--- src/rtl/rs_addsub.sv ---
// Reservation station in front of the add/sub FU: holds issued ops until both
// operands resolve (direct, issue-time bypass or CDB snoop), dispatches one per cycle.
module rs_addsub_entry #(
  parameter int DW = 12,
  parameter int LW = 2
) (
  input  logic          Clock,
  input  logic          Resetn,
  input  logic          wr,
  input  logic          clr,
  input  logic [2:0]    op_in,
  input  logic [LW-1:0] label_in,
  input  logic [DW-1:0] vj_in,
  input  logic          qj_pend_in,
  input  logic [LW-1:0] qj_in,
  input  logic [DW-1:0] vk_in,
  input  logic          qk_pend_in,
  input  logic [LW-1:0] qk_in,
  input  logic          cdb_valid,
  input  logic [LW-1:0] cdb_label,
  input  logic [DW-1:0] cdb_data,
  output logic          busy,
  output logic          ready,
  output logic [2:0]    op,
  output logic [LW-1:0] label,
  output logic [DW-1:0] vj,
  output logic [DW-1:0] vk
);
  logic          qj_pend, qk_pend;
  logic [LW-1:0] qj, qk;
  logic          wake_j, wake_k;

  assign wake_j = busy & cdb_valid & qj_pend & (qj == cdb_label);
  assign wake_k = busy & cdb_valid & qk_pend & (qk == cdb_label);
  assign ready  = busy & ~qj_pend & ~qk_pend;

  // wr only targets a free entry and clr only a busy one, so they never collide
  always_ff @(posedge Clock) begin
    if (!Resetn) begin
      busy <= 1'b0; op <= '0; label <= '0;
      vj <= '0; qj_pend <= 1'b0; qj <= '0;
      vk <= '0; qk_pend <= 1'b0; qk <= '0;
    end else if (wr) begin
      busy <= 1'b1; op <= op_in; label <= label_in;
      vj <= vj_in; qj_pend <= qj_pend_in; qj <= qj_in;
      vk <= vk_in; qk_pend <= qk_pend_in; qk <= qk_in;
    end else begin
      if (clr) busy <= 1'b0;
      if (wake_j) begin vj <= cdb_data; qj_pend <= 1'b0; end
      if (wake_k) begin vk <= cdb_data; qk_pend <= 1'b0; end
    end
  end
endmodule

module rs_addsub #(
  parameter int DEPTH = 2,
  parameter int DW    = 12,
  parameter int LW    = 2
) (
  input  logic          Clock,
  input  logic          Resetn,
  input  logic          iss_valid,
  input  logic [2:0]    iss_op,
  input  logic [LW-1:0] iss_label,
  input  logic [DW-1:0] iss_vj,
  input  logic          iss_qj_pend,
  input  logic [LW-1:0] iss_qj,
  input  logic [DW-1:0] iss_vk,
  input  logic          iss_qk_pend,
  input  logic [LW-1:0] iss_qk,
  output logic          iss_accept,
  output logic          iss_err,
  output logic          rs_full,
  input  logic          cdb_valid,
  input  logic [LW-1:0] cdb_label,
  input  logic [DW-1:0] cdb_data,
  output logic          fu_en,
  output logic [DW-1:0] fu_rx,
  output logic [DW-1:0] fu_ry,
  output logic [2:0]    fu_op,
  output logic [LW-1:0] fu_label,
  input  logic          fu_done
);
  logic [DEPTH-1:0]          busy, ready, wr_oh, sel_oh;
  logic [DEPTH-1:0][2:0]     op_a;
  logic [DEPTH-1:0][LW-1:0]  label_a;
  logic [DEPTH-1:0][DW-1:0]  vj_a, vk_a;
  logic                      legal, fu_busy, dispatch, byp_j, byp_k, found_w, found_s;
  logic [DW-1:0]             vj_in, vk_in, d_rx, d_ry;
  logic [2:0]                d_op;
  logic [LW-1:0]             d_label;

  assign legal      = (iss_op == 3'b000) | (iss_op == 3'b001);
  assign rs_full    = &busy;
  assign iss_accept = iss_valid & ~rs_full & legal;

  // Same-cycle CDB result resolves the operand before it is stored
  assign byp_j = iss_qj_pend & cdb_valid & (iss_qj == cdb_label);
  assign byp_k = iss_qk_pend & cdb_valid & (iss_qk == cdb_label);
  assign vj_in = byp_j ? cdb_data : iss_vj;
  assign vk_in = byp_k ? cdb_data : iss_vk;

  always_comb begin
    wr_oh   = '0;
    sel_oh  = '0;
    found_w = 1'b0;
    found_s = 1'b0;
    for (int i = 0; i < DEPTH; i++) begin
      if (!busy[i] && !found_w) begin wr_oh[i] = iss_accept; found_w = 1'b1; end
      if (ready[i] && !found_s) begin sel_oh[i] = 1'b1; found_s = 1'b1; end
    end
  end

  assign dispatch = (~fu_busy | fu_done) & (|ready);

  always_comb begin
    d_rx = '0; d_ry = '0; d_op = '0; d_label = '0;
    for (int i = 0; i < DEPTH; i++) begin
      if (sel_oh[i]) begin
        d_rx = d_rx | vj_a[i]; d_ry = d_ry | vk_a[i];
        d_op = d_op | op_a[i]; d_label = d_label | label_a[i];
      end
    end
  end

  for (genvar g = 0; g < DEPTH; g++) begin : g_ent
    rs_addsub_entry #(.DW(DW), .LW(LW)) u_ent (
      .Clock(Clock), .Resetn(Resetn),
      .wr(wr_oh[g]), .clr(sel_oh[g] & dispatch),
      .op_in(iss_op), .label_in(iss_label),
      .vj_in(vj_in), .qj_pend_in(iss_qj_pend & ~byp_j), .qj_in(iss_qj),
      .vk_in(vk_in), .qk_pend_in(iss_qk_pend & ~byp_k), .qk_in(iss_qk),
      .cdb_valid(cdb_valid), .cdb_label(cdb_label), .cdb_data(cdb_data),
      .busy(busy[g]), .ready(ready[g]), .op(op_a[g]), .label(label_a[g]),
      .vj(vj_a[g]), .vk(vk_a[g])
    );
  end

  always_ff @(posedge Clock) begin
    if (!Resetn) begin
      fu_en <= 1'b0; fu_rx <= '0; fu_ry <= '0; fu_op <= '0; fu_label <= '0;
      fu_busy <= 1'b0; iss_err <= 1'b0;
    end else begin
      fu_en   <= dispatch;
      iss_err <= iss_valid & ~legal;
      if (dispatch) begin
        fu_rx <= d_rx; fu_ry <= d_ry; fu_op <= d_op; fu_label <= d_label;
        fu_busy <= 1'b1;
      end else if (fu_done) begin
        fu_busy <= 1'b0;
      end
    end
  end
endmodule
--- config.mk ---
export PLATFORM = sky130hd
export DESIGN_NAME = rs_addsub
export DESIGN_NICKNAME = d
export VERILOG_FILES = /design/src/rtl/rs_addsub.sv
export SDC_FILE = /design/constraint.sdc
export NUM_CORES = 1
export LEC_CHECK = 0
export ABC_CLOCK_PERIOD_IN_PS = 1800
export CORE_MARGIN = 4
export CORE_UTILIZATION = 30
export DETAILED_ROUTE_END_ITERATION = 16
export PLACE_DENSITY = 0.56
export RECOVER_POWER = 50
export SLEW_MARGIN = 20
export SYNTH_ARGS = -nofsm -noshare
export SYNTH_HDL_FRONTEND = slang
export SYNTH_HIERARCHICAL = 1
export SYNTH_SLANG_ARGS = --single-unit
--- constraint.sdc ---
create_clock -name Clock -period 1.8 [get_ports Clock]
set_clock_uncertainty 0.05 [all_clocks]
set_input_delay 0.45 -clock Clock [delete_from_list [all_inputs] [get_ports Clock]]
set_output_delay 0.45 -clock Clock [all_outputs]
set_load 0.02 [all_outputs]
==> impl_metrics.ini <==
[synthesis]
synth_compound_area_frac = 0.2866
synthDistinctLibCells = 31
yosysSeqAreaShare = 0.3890
synth_top_family_by_area = compound AO/OA/AOI/OAI gates
netlist_area_um2 = 5353
synthCells = 559
synth-simple-area-share = 0.1615
synth_seq_cells = 104
yosys_warnings = 6
syn_area_per_cell_um2 = 9.575
synthAdderAreaFrac = 0
synth_nets = 613
synth_xor_xnor_area_share = 0.01964
synthMuxAreaShare = 0.08415

[sta]
max_freq_mhz = 572.6
slew_headroom = 0.6665
layout_min_cycle_time_ns = 1.747
period_share = 0.9703
fin_ws_ns = 0.05346
rsz0062_at_grt = false
worstMarginPinSlew_ns = 0.4981
maxSlewViolCount = 0
hold_viol = 0
whs_ns = 0.2904
setup_tns_ns = 0
setup_viol = 0

[finish]
syn2layout_area_growth_pct = 43.62
final_common_cell = dfxtp_1
nets = 726
layout_common_cells = 102 x dfxtp_1, 95 x nor2_1, 48 x nor2b_1
drive_gt1_frac = 0.3693
fillers = 1637
num_antenna_cells = 0

[floorplanning]
die-area_um2 = 20040
io_pins = 87
die_height_um = 141.6
rows = 48
start_util = 0.3073
fp.coreArea_um2 = 17420
die_w_um = 141.6

[grt]
use_met1 = 0.2224
overflow = 0
grt_max_degree = 36
use_met3 = 0.04146
first_global_vias = 4951
grt_usage = 0.1756
grt_util_met2 = 0.2958
grt.busiest_layer = met2
antenna_found_initial = 0
grt_pass1_wl_mm = 27.44

[power_and_ir_drop]
powerDensity_nw_per_um2 = 732.4
peakVddDrop_v = 0.0005180
p_leak_nw = 2.895

[cts]
cts_buffers = 9
clk_latency_ns = 0.36
cts.hold.buffers_added = 0
path_clk_slew_ns = 0.08
cts_sinks = 104
cts_tree = done
ctsLongestPathBuffers = 2
ctsHtreeMaxLevel = 3
root_buffer = clkbuf_16

[min_path]
hp-class = in2reg

[route]
drtIter0Drc = 291
via_per_inst = 5.358
final_antenna_net_count = 0
drc = 0
drt-pass1-iter-count = 4
num_vias = 4833
drt-total-wl_mm = 17.71
avgRoutedWirePerCell_um = 19.64

[critical_path]
arrival_ns = 1.93
worstPathRequired_ns = 1.99
start_kind = input pin
critPathKind = in2reg
critPathMaxFanout = 8
r2r_setup_slack_ns = 0.11
end_kind = flip-flop

[place]
portBuffers = 86
hpwl_mm = 11.97
place.gp.congestion = 0.8798
dp_slack_ns = -0.6169

[status]
status = finished clean

[flow_run]
max-cap-violations = 0
-- critical path, stage by stage --
cell             delay, ns
clkdlybuf4s15_1       0.19
xor2_1                0.17
nor3_2                0.21
clkbuf_16             0.20
buf_12                0.14
mux2_4                0.33
a21oi_4               0.16
a221oi_2              0.07
-- cell usage after synthesis, drive strengths merged --
cell type  instances  area, um^2
nor3b              4       30.03
dfxtp            104        2082
o31a               1       8.760
nand2              4       15.01
and3               8       52.55
mux2i             18       180.2
nand3              4       20.02
xor2               4       35.03
a2bb2oi            4       35.03
nand2b             3       18.77
and2               2       12.51
nor2              97       364.1
clkbuf            11       41.29
a21oi             75       375.4
a221oi            48       695.7
buf               40       245.2
a31o               4       52.55
nor3               2       20.02
o221a             29       326.6
a41o               4       40.04
inv                8       30.03
nor2b             53       331.6
xnor2              8       70.07
mux2              24       270.3
-- flip-flops by register name (all words and copies together), names as in the netlist --
signal,cells
fu_busy,1
fu_en,1
fu_label,2
fu_op,3
fu_rx,12
fu_ry,12
g_ent.u_ent/busy,2
g_ent.u_ent/label,4
g_ent.u_ent/op,6
g_ent.u_ent/qj,4
g_ent.u_ent/qj_pend,2
g_ent.u_ent/qk,4
g_ent.u_ent/qk_pend,2
g_ent.u_ent/vj,24
g_ent.u_ent/vk,24
iss_err,1
-- path summary, 6_finish.rpt --
| check | end | start | cells after the start |
|---|---|---|---|
| max | g_ent[0].u_ent/vj[7]$_SDFFE_PN0P_ | iss_qj[0] | 8 |
| min | iss_err$_SDFF_PN0_ | iss_op[1] | 3 |
| max reg2reg | g_ent[1].u_ent/vk[9]$_SDFFE_PN0P_ | g_ent[0].u_ent/busy$_SDFFE_PN0P_ | 7 |
| min reg2reg | g_ent[1].u_ent/op[0]$_SDFFE_PN0P_ | g_ent[1].u_ent/op[0]$_SDFFE_PN0P_ | 2 |
-- stage by stage --
step	power, W	area (um^2)	util	cells
final	0.005630	7687	0.4414	902
after global routing	0.005836	7687	0.4414	902
after CTS	0.005662	7671	0.4404	901
after detailed placement	0.003493	6924	0.3976	876
after global placement	0.003480	6924	0.3976	876
after floorplan	0.003028	5413	-	559
-- area by class of cell --
| type | count | area (um^2) | share of cell area |
|---|---|---|---|
| Tap cell | 225 | 281.5 | 0.03662 |
| Clock inverter | 5 | 62.56 | 0.008138 |
| Inverter | 8 | 30.03 | 0.003906 |
| Multi-Input combinational cell | 396 | 3373 | 0.4388 |
| Clock buffer | 11 | 252.7 | 0.03288 |
| Timing Repair Buffer | 153 | 1603 | 0.2085 |
| Sequential cell | 104 | 2085 | 0.2712 |
-- power by group --
group	internal (W)	switching [W]
clock	0.00116	0.000933
combinational	0.000526	0.000561
sequential	0.00239	0.0000523
total	0.00408	0.00155
-- what timing repair did --
| item | 4_1_cts | 5_1_grt |
|---|---|---|
| resized for setup | 123 | 26 |
| gates cloned | 4 | 0 |
| pin swaps | 24 | 11 |
| setup endpoints to repair | 108 | 60 |
| setup buffers | 5 | 1 |
-- per-layer routing --
metal  vias to the layer above  share of wire
met5                         -              0
met4                         0          0.024
met3                        29          0.055
met2                       164           0.49
met1                      2370           0.43
li1                       2270              -
-- kinds of logic (layout without fill, tap and decap cells) --
logic type / Yosys count / in the layout
simple gates: 177 / 177
xor+xnor: 12 / 12
buf+inv: 59 / 177
mux: 42 / 42
flops: 104 / 104
compound gates: 165 / 165
(Power assumes the default switching activity.)
